**config.mk**
```make
export PLATFORM = sky130hd
export DESIGN_NAME = if_fetch_unit_flat
export DESIGN_NICKNAME = d
export VERILOG_FILES = /design/src/rtl/if_fetch_unit_pkg.sv /design/src/rtl/if_fetch_unit_if.sv /design/src/rtl/if_fetch_unit_skid.sv /design/src/rtl/if_fetch_unit.sv /design/src/flat_wrapper.sv
export SDC_FILE = /design/constraint.sdc
export NUM_CORES = 1
export LEC_CHECK = 0
export ABC_CLOCK_PERIOD_IN_PS = 4680
export BUFFER_PORTS_ARGS = -buffer_cell sky130_fd_sc_hd__buf_2
export CAP_MARGIN = 20
export CORE_MARGIN = 3
export CORE_UTILIZATION = 50
export CTS_CLUSTER_SIZE = 14
export DETAILED_ROUTE_END_ITERATION = 8
export HOLD_SLACK_MARGIN = 0.06
export PLACE_DENSITY_LB_ADDON = 0.15
export SLEW_MARGIN = 20
export SYNTH_ARGS = -nofsm -noshare
export SYNTH_HDL_FRONTEND = slang
export SYNTH_HIERARCHICAL = 1
export SYNTH_SLANG_ARGS = --single-unit
```
**constraint.sdc**
```tcl
create_clock -name clk -period 4.68 [get_ports clk]
set_clock_uncertainty 0.05 [all_clocks]
set_input_delay 0.468 -clock clk [delete_from_list [all_inputs] [get_ports clk]]
set_output_delay 0.468 -clock clk [all_outputs]
set_load 0.005 [all_outputs]
```
**src/rtl/if_fetch_unit_pkg.sv**
```systemverilog
// Shared types for the fetch stage: FSM states, IF/ID entry layout and the NOP bubble.
package fetch_pkg;

  localparam logic [31:0] NOP_INSTR = 32'h0000_0013;

  typedef enum logic [1:0] {
    BOOT = 2'd0,
    REQ  = 2'd1,
    WAIT = 2'd2,
    HOLD = 2'd3
  } fetch_state_e;

  typedef struct packed {
    logic [31:0] instr;
    logic [31:0] pc;
    logic        valid;
  } if_id_t;

  function automatic logic [31:0] word_align(input logic [31:0] addr);
    return addr & 32'hFFFF_FFFC;
  endfunction

endpackage

```
**src/rtl/if_fetch_unit_if.sv**
```systemverilog
// Instruction-memory fetch bus: one request per cycle, response some cycles later.
interface if_fetch_unit_if;

  logic        imem_req;
  logic [31:0] imem_addr;
  logic [31:0] imem_rdata;
  logic        imem_rvalid;

  modport master (output imem_req, output imem_addr, input imem_rdata, input imem_rvalid);
  modport slave  (input imem_req, input imem_addr, output imem_rdata, output imem_rvalid);

endinterface

```
**src/rtl/if_fetch_unit_skid.sv**
```systemverilog
// One-entry skid buffer catching a fetch response that lands while Decode is stalled.
module fetch_skid_buf
  import fetch_pkg::*;
(
  input  logic   clk,
  input  logic   rst_n,
  input  logic   push,
  input  logic   pop,
  input  logic   clear,
  input  if_id_t din,
  output if_id_t dout
);

  if_id_t entry_r;

  // Entry storage: a redirect clear wins over push, push wins over pop
  always_ff @(posedge clk) begin
    if (!rst_n) begin
      entry_r <= '{instr: 32'h0000_0000, pc: 32'h0000_0000, valid: 1'b0};
    end else if (clear) begin
      entry_r.valid <= 1'b0;
    end else if (push) begin
      entry_r <= din;
    end else if (pop) begin
      entry_r.valid <= 1'b0;
    end else begin
      entry_r <= entry_r;
    end
  end

  assign dout = entry_r;

endmodule

```
**src/rtl/if_fetch_unit.sv**
```systemverilog
// Fetch stage: PC, single-outstanding imem fetch, skid and IF/ID register with branch redirect.
// Optional perf counters are built when IF_FETCH_PERF_CNT_EN is defined.
module if_fetch_unit
  import fetch_pkg::*;
#(
  parameter logic [31:0] RESET_PC  = 32'h0000_0000,
  parameter logic [31:0] NOP_INSTR = fetch_pkg::NOP_INSTR,
  parameter int unsigned CNT_W     = 32
) (
  input  logic              clk,
  input  logic              rst_n,
  input  logic              branch,
  input  logic [31:0]       branch_target,
  input  logic              stall_id,
  if_fetch_unit_if.master   imem,
  output logic [31:0]       if_id_instr,
  output logic [31:0]       if_id_pc,
  output logic              if_id_valid,
  output logic [CNT_W-1:0]  perf_fetched,
  output logic [CNT_W-1:0]  perf_flushed
);

  fetch_state_e state_r, state_nxt_s;
  logic [31:0]  pc_r, fetch_pc_r, target_s, issue_addr_s;
  logic         kill_r, rvalid_s, deliver_s, issue_s, skid_push_s, skid_pop_s;
  if_id_t       if_id_r, resp_s, skid_out_s, bubble_s;

  assign target_s    = word_align(branch_target);
  assign rvalid_s    = (state_r == WAIT) && imem.imem_rvalid;
  assign deliver_s   = rvalid_s && !kill_r && !branch;
  assign resp_s      = '{instr: imem.imem_rdata, pc: fetch_pc_r, valid: 1'b1};
  assign bubble_s    = '{instr: NOP_INSTR, pc: 32'h0000_0000, valid: 1'b0};
  assign skid_push_s = deliver_s && stall_id;
  assign skid_pop_s  = !branch && !stall_id && skid_out_s.valid;

  fetch_skid_buf u_skid (
    .clk   (clk),
    .rst_n (rst_n),
    .push  (skid_push_s),
    .pop   (skid_pop_s),
    .clear (branch),
    .din   (resp_s),
    .dout  (skid_out_s)
  );

  // Next state and fetch issue; a redirect always fetches the target once the bus is free
  always_comb begin
    state_nxt_s  = state_r;
    issue_s      = 1'b0;
    issue_addr_s = branch ? target_s : pc_r;
    case (state_r)
      BOOT: state_nxt_s = REQ;
      REQ: begin
        issue_s     = 1'b1;
        state_nxt_s = WAIT;
      end
      WAIT: begin
        if (rvalid_s && skid_push_s) begin
          state_nxt_s = HOLD;
        end else if (rvalid_s) begin
          issue_s     = 1'b1;
          state_nxt_s = WAIT;
        end else begin
          state_nxt_s = WAIT;
        end
      end
      HOLD: begin
        if (branch) begin
          issue_s     = 1'b1;
          state_nxt_s = WAIT;
        end else if (!stall_id) begin
          state_nxt_s = REQ;
        end else begin
          state_nxt_s = HOLD;
        end
      end
      default: state_nxt_s = BOOT;
    endcase
  end

  assign imem.imem_req  = issue_s;
  assign imem.imem_addr = issue_addr_s;

  // pc_r is the next address to fetch, fetch_pc_r the address of the fetch in flight
  always_ff @(posedge clk) begin
    if (!rst_n) begin
      state_r    <= BOOT;
      pc_r       <= RESET_PC;
      fetch_pc_r <= RESET_PC;
      kill_r     <= 1'b0;
      if_id_r    <= '{instr: NOP_INSTR, pc: 32'h0000_0000, valid: 1'b0};
    end else begin
      state_r <= state_nxt_s;
      if (issue_s) begin
        fetch_pc_r <= issue_addr_s;
        pc_r       <= issue_addr_s + 32'd4;
      end else if (branch) begin
        pc_r <= target_s;
      end
      if (rvalid_s) begin
        kill_r <= 1'b0;
      end else if (branch && (state_r == WAIT)) begin
        kill_r <= 1'b1;
      end
      if (branch) begin
        if_id_r <= bubble_s;
      end else if (!stall_id) begin
        if (skid_out_s.valid) begin
          if_id_r <= skid_out_s;
        end else if (deliver_s) begin
          if_id_r <= resp_s;
        end else begin
          if_id_r <= bubble_s;
        end
      end
    end
  end

  assign if_id_instr = if_id_r.instr;
  assign if_id_pc    = if_id_r.pc;
  assign if_id_valid = if_id_r.valid;

`ifdef IF_FETCH_PERF_CNT_EN
  logic [CNT_W-1:0] fetched_r, flushed_r;
  logic             load_valid_s, flush_hit_s;

  assign load_valid_s = !branch && !stall_id && (skid_out_s.valid || deliver_s);
  assign flush_hit_s  = branch && (if_id_r.valid || skid_out_s.valid);

  // Saturating event counters
  always_ff @(posedge clk) begin
    if (!rst_n) begin
      fetched_r <= {CNT_W{1'b0}};
      flushed_r <= {CNT_W{1'b0}};
    end else begin
      if (load_valid_s && (fetched_r != {CNT_W{1'b1}})) begin
        fetched_r <= fetched_r + {{(CNT_W-1){1'b0}}, 1'b1};
      end
      if (flush_hit_s && (flushed_r != {CNT_W{1'b1}})) begin
        flushed_r <= flushed_r + {{(CNT_W-1){1'b0}}, 1'b1};
      end
    end
  end

  assign perf_fetched = fetched_r;
  assign perf_flushed = flushed_r;
`else
  assign perf_fetched = {CNT_W{1'b0}};
  assign perf_flushed = {CNT_W{1'b0}};
`endif

endmodule
```
**src/flat_wrapper.sv**
```systemverilog
// flat-port wrapper written by rule: the top's interface ports become plain ports
module if_fetch_unit_flat import fetch_pkg::*;
#(
  parameter logic [31:0] RESET_PC  = 32'h0000_0000,
  parameter logic [31:0] NOP_INSTR = fetch_pkg::NOP_INSTR,
  parameter int unsigned CNT_W     = 32
)
  (clk, rst_n, branch, branch_target, stall_id, if_id_instr, if_id_pc, if_id_valid, perf_fetched, perf_flushed, imem_imem_req, imem_imem_addr, imem_imem_rdata, imem_imem_rvalid);
  if_fetch_unit_if imem_i ();
  input  logic clk;
  input  logic rst_n;
  input  logic branch;
  input  logic [31:0] branch_target;
  input  logic stall_id;
  output logic [31:0] if_id_instr;
  output logic [31:0] if_id_pc;
  output logic if_id_valid;
  output logic [CNT_W-1:0] perf_fetched;
  output logic [CNT_W-1:0] perf_flushed;
  output wire logic [$bits(imem_i.imem_req)-1:0] imem_imem_req;
  output wire logic [$bits(imem_i.imem_addr)-1:0] imem_imem_addr;
  input wire logic [$bits(imem_i.imem_rdata)-1:0] imem_imem_rdata;
  input wire logic [$bits(imem_i.imem_rvalid)-1:0] imem_imem_rvalid;
  assign imem_imem_req = imem_i.imem_req;
  assign imem_imem_addr = imem_i.imem_addr;
  assign imem_i.imem_rdata = imem_imem_rdata;
  assign imem_i.imem_rvalid = imem_imem_rvalid;
  if_fetch_unit #(.RESET_PC(RESET_PC), .NOP_INSTR(NOP_INSTR), .CNT_W(CNT_W)) u_core (.clk(clk), .rst_n(rst_n), .branch(branch), .branch_target(branch_target), .stall_id(stall_id), .imem(imem_i), .if_id_instr(if_id_instr), .if_id_pc(if_id_pc), .if_id_valid(if_id_valid), .perf_fetched(perf_fetched), .perf_flushed(perf_flushed));
endmodule
```
==> impl_metrics.yaml <==
timing:
  tightest_slew_ns: 0.833
  finalSetupViolCount: 0
  rsz0062_at_grt: "false"
  final.period_utilization_pct: 61.2
  setup-tns-final_ns: 0
  slew_headroom_pct: 44.4
  hold_slack_ns: 0.230
  fin_ws_ns: 1.82
  hold_viol_final: 0
  period_needed_ns: 2.86
  max_freq_mhz: 349
  maxSlewViolCount: 0
critical_path:
  cpMostUsedCell: "buf_2"
  worstPathArrival_ns: 2.35
  crit_buf_inv: 4
  path_cells: "buf_2 > buf_4 > nor2b_1 > a21oi_1 > inv_1 > buf_2"
  worst_setup_path_end_kind: "output pin"
  critPathRequiredTime_ns: 4.16
  critPathMaxFanout: 42
  worstSetupStartpointType: "primary input"
  path_class: "primary input to output pin"
  path_delay_family: "buffers and inverters"
  crit_slowest_cell: "buf_2"
  slowest_delay_ns: 0.62
logic_synthesis:
  ys_warn_count: 6
  yosys.area.top_type: "dfxtp_1"
  ys_types: 58
  ys_seq_elements: 197
  avgSynthCellArea_um2: 8.62
  synthCells: 1029
  netlist_area_um2: 8870
  ys_top_cells_by_count: "dfxtp_1 (197), nand2_1 (155), nor2_1 (114), buf_4 (71), nor3_1 (70)"
  synth-edff-count: 0
  synth_area_leaders: "dfxtp_1 (44%), nand2_1 (6.6%), a221oi_1 (6.0%)"
  synth_most_common_cell: "dfxtp_1"
  ys_seq_area_share_pct: 44.4
  async_reset_ff_share_pct: 0
  synth-main-ff-cell: "dfxtp_1"
  synth_top_area_share_pct: 44.4
clock_network:
  cts_max_path_buffers: 2
  clock-sinks: 197
  clkTransAtPathRegs_ns: 0.07
  clk_latency_ns: 0.43
  cts_resized: 0
  root_buffer: "clkbuf_16"
  hold_buffers: 0
  cts_tree: "built"
  cts_made_buffers: 17
  postCtsSetupRepairBufs: 0
  h-tree-depth: 4
placed_design:
  dp_slack_ns: 1.41
  io_buffers: 164
  gp_congestion: 0.874
  dp_hpwl_um: 14700
  placed_cell_area_um2: 9450
grt:
  grt_pass1_wl_um: 35900
  grt_max_degree: 78
  antenna_found_initial: 1
  grt_util_all_layers_pct: 22.4
  grt_remaining_overflow: 0
  grt_pass1_vias: 6829
pwr:
  cellLeakagePower_nw: 4.12
  switching_share_pct: 25.5
  combPwrFrac_pct: 11.3
  irDropWorstVdd_mv: 0.286
  p_sw_mw: 0.943
  seqPwrFrac_pct: 48.6
  p_int_mw: 2.76
  power.share.clock_pct: 40.1
  power_density_nw_per_um2: 368
floorplan:
  coreArea_um2: 17400
  initial_core_util_pct: 51.1
  die-area_um2: 19400
  row_count: 48
  boundaryPins: 231
  die_x_um: 139
  dieHeight_um: 139
status:
  status: "complete, no violations"
routing:
  drt-total-wl_um: 22400
  drc: 0
  antenna_left: 0
  first_pass_iters: 6
  drtIter0Drc: 448
  vias: 7543
  wl_per_cell_um: 16.2
  avgViaCountPerCell: 5.44
finish:
  final_area_um2: 10000
  drive_gt1_share_pct: 19.7
  synthToLayoutAreaGrowth_pct: 13.2
  nNetsFinal: 1217
worst_hold_path:
  hp-class: "primary input to register"
run:
  drv_cap: 0
## power groups by stage
| stage | logic, mW | registers, mW | clock network, mW |
|---|---|---|---|
| 4_1_cts | 0.419 | 1.80 | 1.51 |
| 2_1_floorplan | 0.318 | 1.82 | 0 |
| 3_5_place_dp | 0.417 | 1.84 | 0 |
| 5_1_grt | 0.468 | 1.81 | 1.58 |
| 6_report | 0.418 | 1.80 | 1.48 |
| 3_3_place_gp | 0.413 | 1.83 | 0 |
## worst register-to-register path, delay by kind of cell (launching register included)
family / cells / cell delay [ns]
compound gates: 1 / 0.12
buf+inv: 1 / 0.39
flops: 1 / 0.42
simple gates: 5 / 1.61
## metrics by stage
step / utilization (%) / std cells / power [mW]
6_report: 57.9 / 1386 / 3.70
3_5_place_dp: 54.4 / 1353 / 2.25
4_1_cts: 57.9 / 1385 / 3.73
5_1_grt: 57.9 / 1386 / 3.86
2_1_floorplan: - / 1092 / 2.14
3_3_place_gp: 54.4 / 1353 / 2.25
## layout by cell type, fill, tap and decap left out, types with 5 or more instances in the layout
| cell type | instances |
|---|---|
| dfxtp_1 | 196 |
| buf_2 | 164 |
| nand2_1 | 155 |
| nor2_1 | 113 |
| nor3_1 | 69 |
| conb_1 | 65 |
| a21boi_1 | 64 |
| a221oi_1 | 61 |
| mux2i_1 | 27 |
| inv_1 | 20 |
| a211oi_1 | 19 |
| clkbuf_16 | 17 |
| a21oi_1 | 16 |
| buf_4 | 14 |
| nand4_1 | 13 |
| mux2_2 | 11 |
| nand3_1 | 11 |
| o21ai_0 | 10 |
| xor2_1 | 7 |
| nand2b_1 | 5 |
| o211ai_1 | 5 |
| a31oi_1 | 5 |
| xnor2_1 | 5 |
## layout make-up
| type | count | area (µm²) |
|---|---|---|
| Tap cell | 225 | 282 |
| Sequential cell | 197 | 3950 |
| Antenna cell | 1 | 2.50 |
| Timing Repair Buffer | 178 | 926 |
| Clock inverter | 11 | 151 |
| Clock buffer | 21 | 440 |
| Fill cell | 1647 | 7310 |
| Multi-Input combinational cell | 730 | 4210 |
| Inverter | 23 | 86.3 |
## cells by family after synthesis
logic type               synth area share [%]
multiplexers                             4.44
XOR/XNOR                                 1.18
other                                  0.0846
AND/OR/NAND/NOR                          20.8
buffers and inverters                    11.0
flip-flops                               44.4
AO/OA/AOI/OAI                            18.0
adder cells (fa/ha/maj)                 0.141
## routing by layer
layer,wire length [µm],track usage [%],vias to the layer above,share of wire [%]
met3,1420,4.91,23,6.3
met1,10600,31.9,3552,47
met4,350,7.36,0,1.6
met5,0,0,-,0
li1,-,-,3725,-
met2,10000,34.1,243,45
## worst paths after layout
path / from / to / slack [ns] / cells past startpoint
max reg2reg: u_core/state_r[1]$_SDFF_PN0_ / u_core/u_skid/dout[51]$_SDFFE_PN0P_ / 2.03 / 7
max: branch / imem_imem_addr[26] / 1.82 / 6
min reg2reg: u_core/u_skid/dout[41]$_SDFFE_PN0P_ / u_core/u_skid/dout[41]$_SDFFE_PN0P_ / 0.40 / 2
min: imem_imem_rdata[8] / u_core/u_skid/dout[41]$_SDFFE_PN0P_ / 0.23 / 3
## registers in the layout (all words and copies together), names as in the netlist
name,count
u_core/u_skid/dout,65
u_core/fetch_pc_r,32
u_core/if_id_instr,32
u_core/if_id_pc,32
u_core/pc_r,32
u_core/state_r,2
u_core/if_id_valid,1
u_core/kill_r,1
Note: power is estimated with default switching activity, not from simulation.
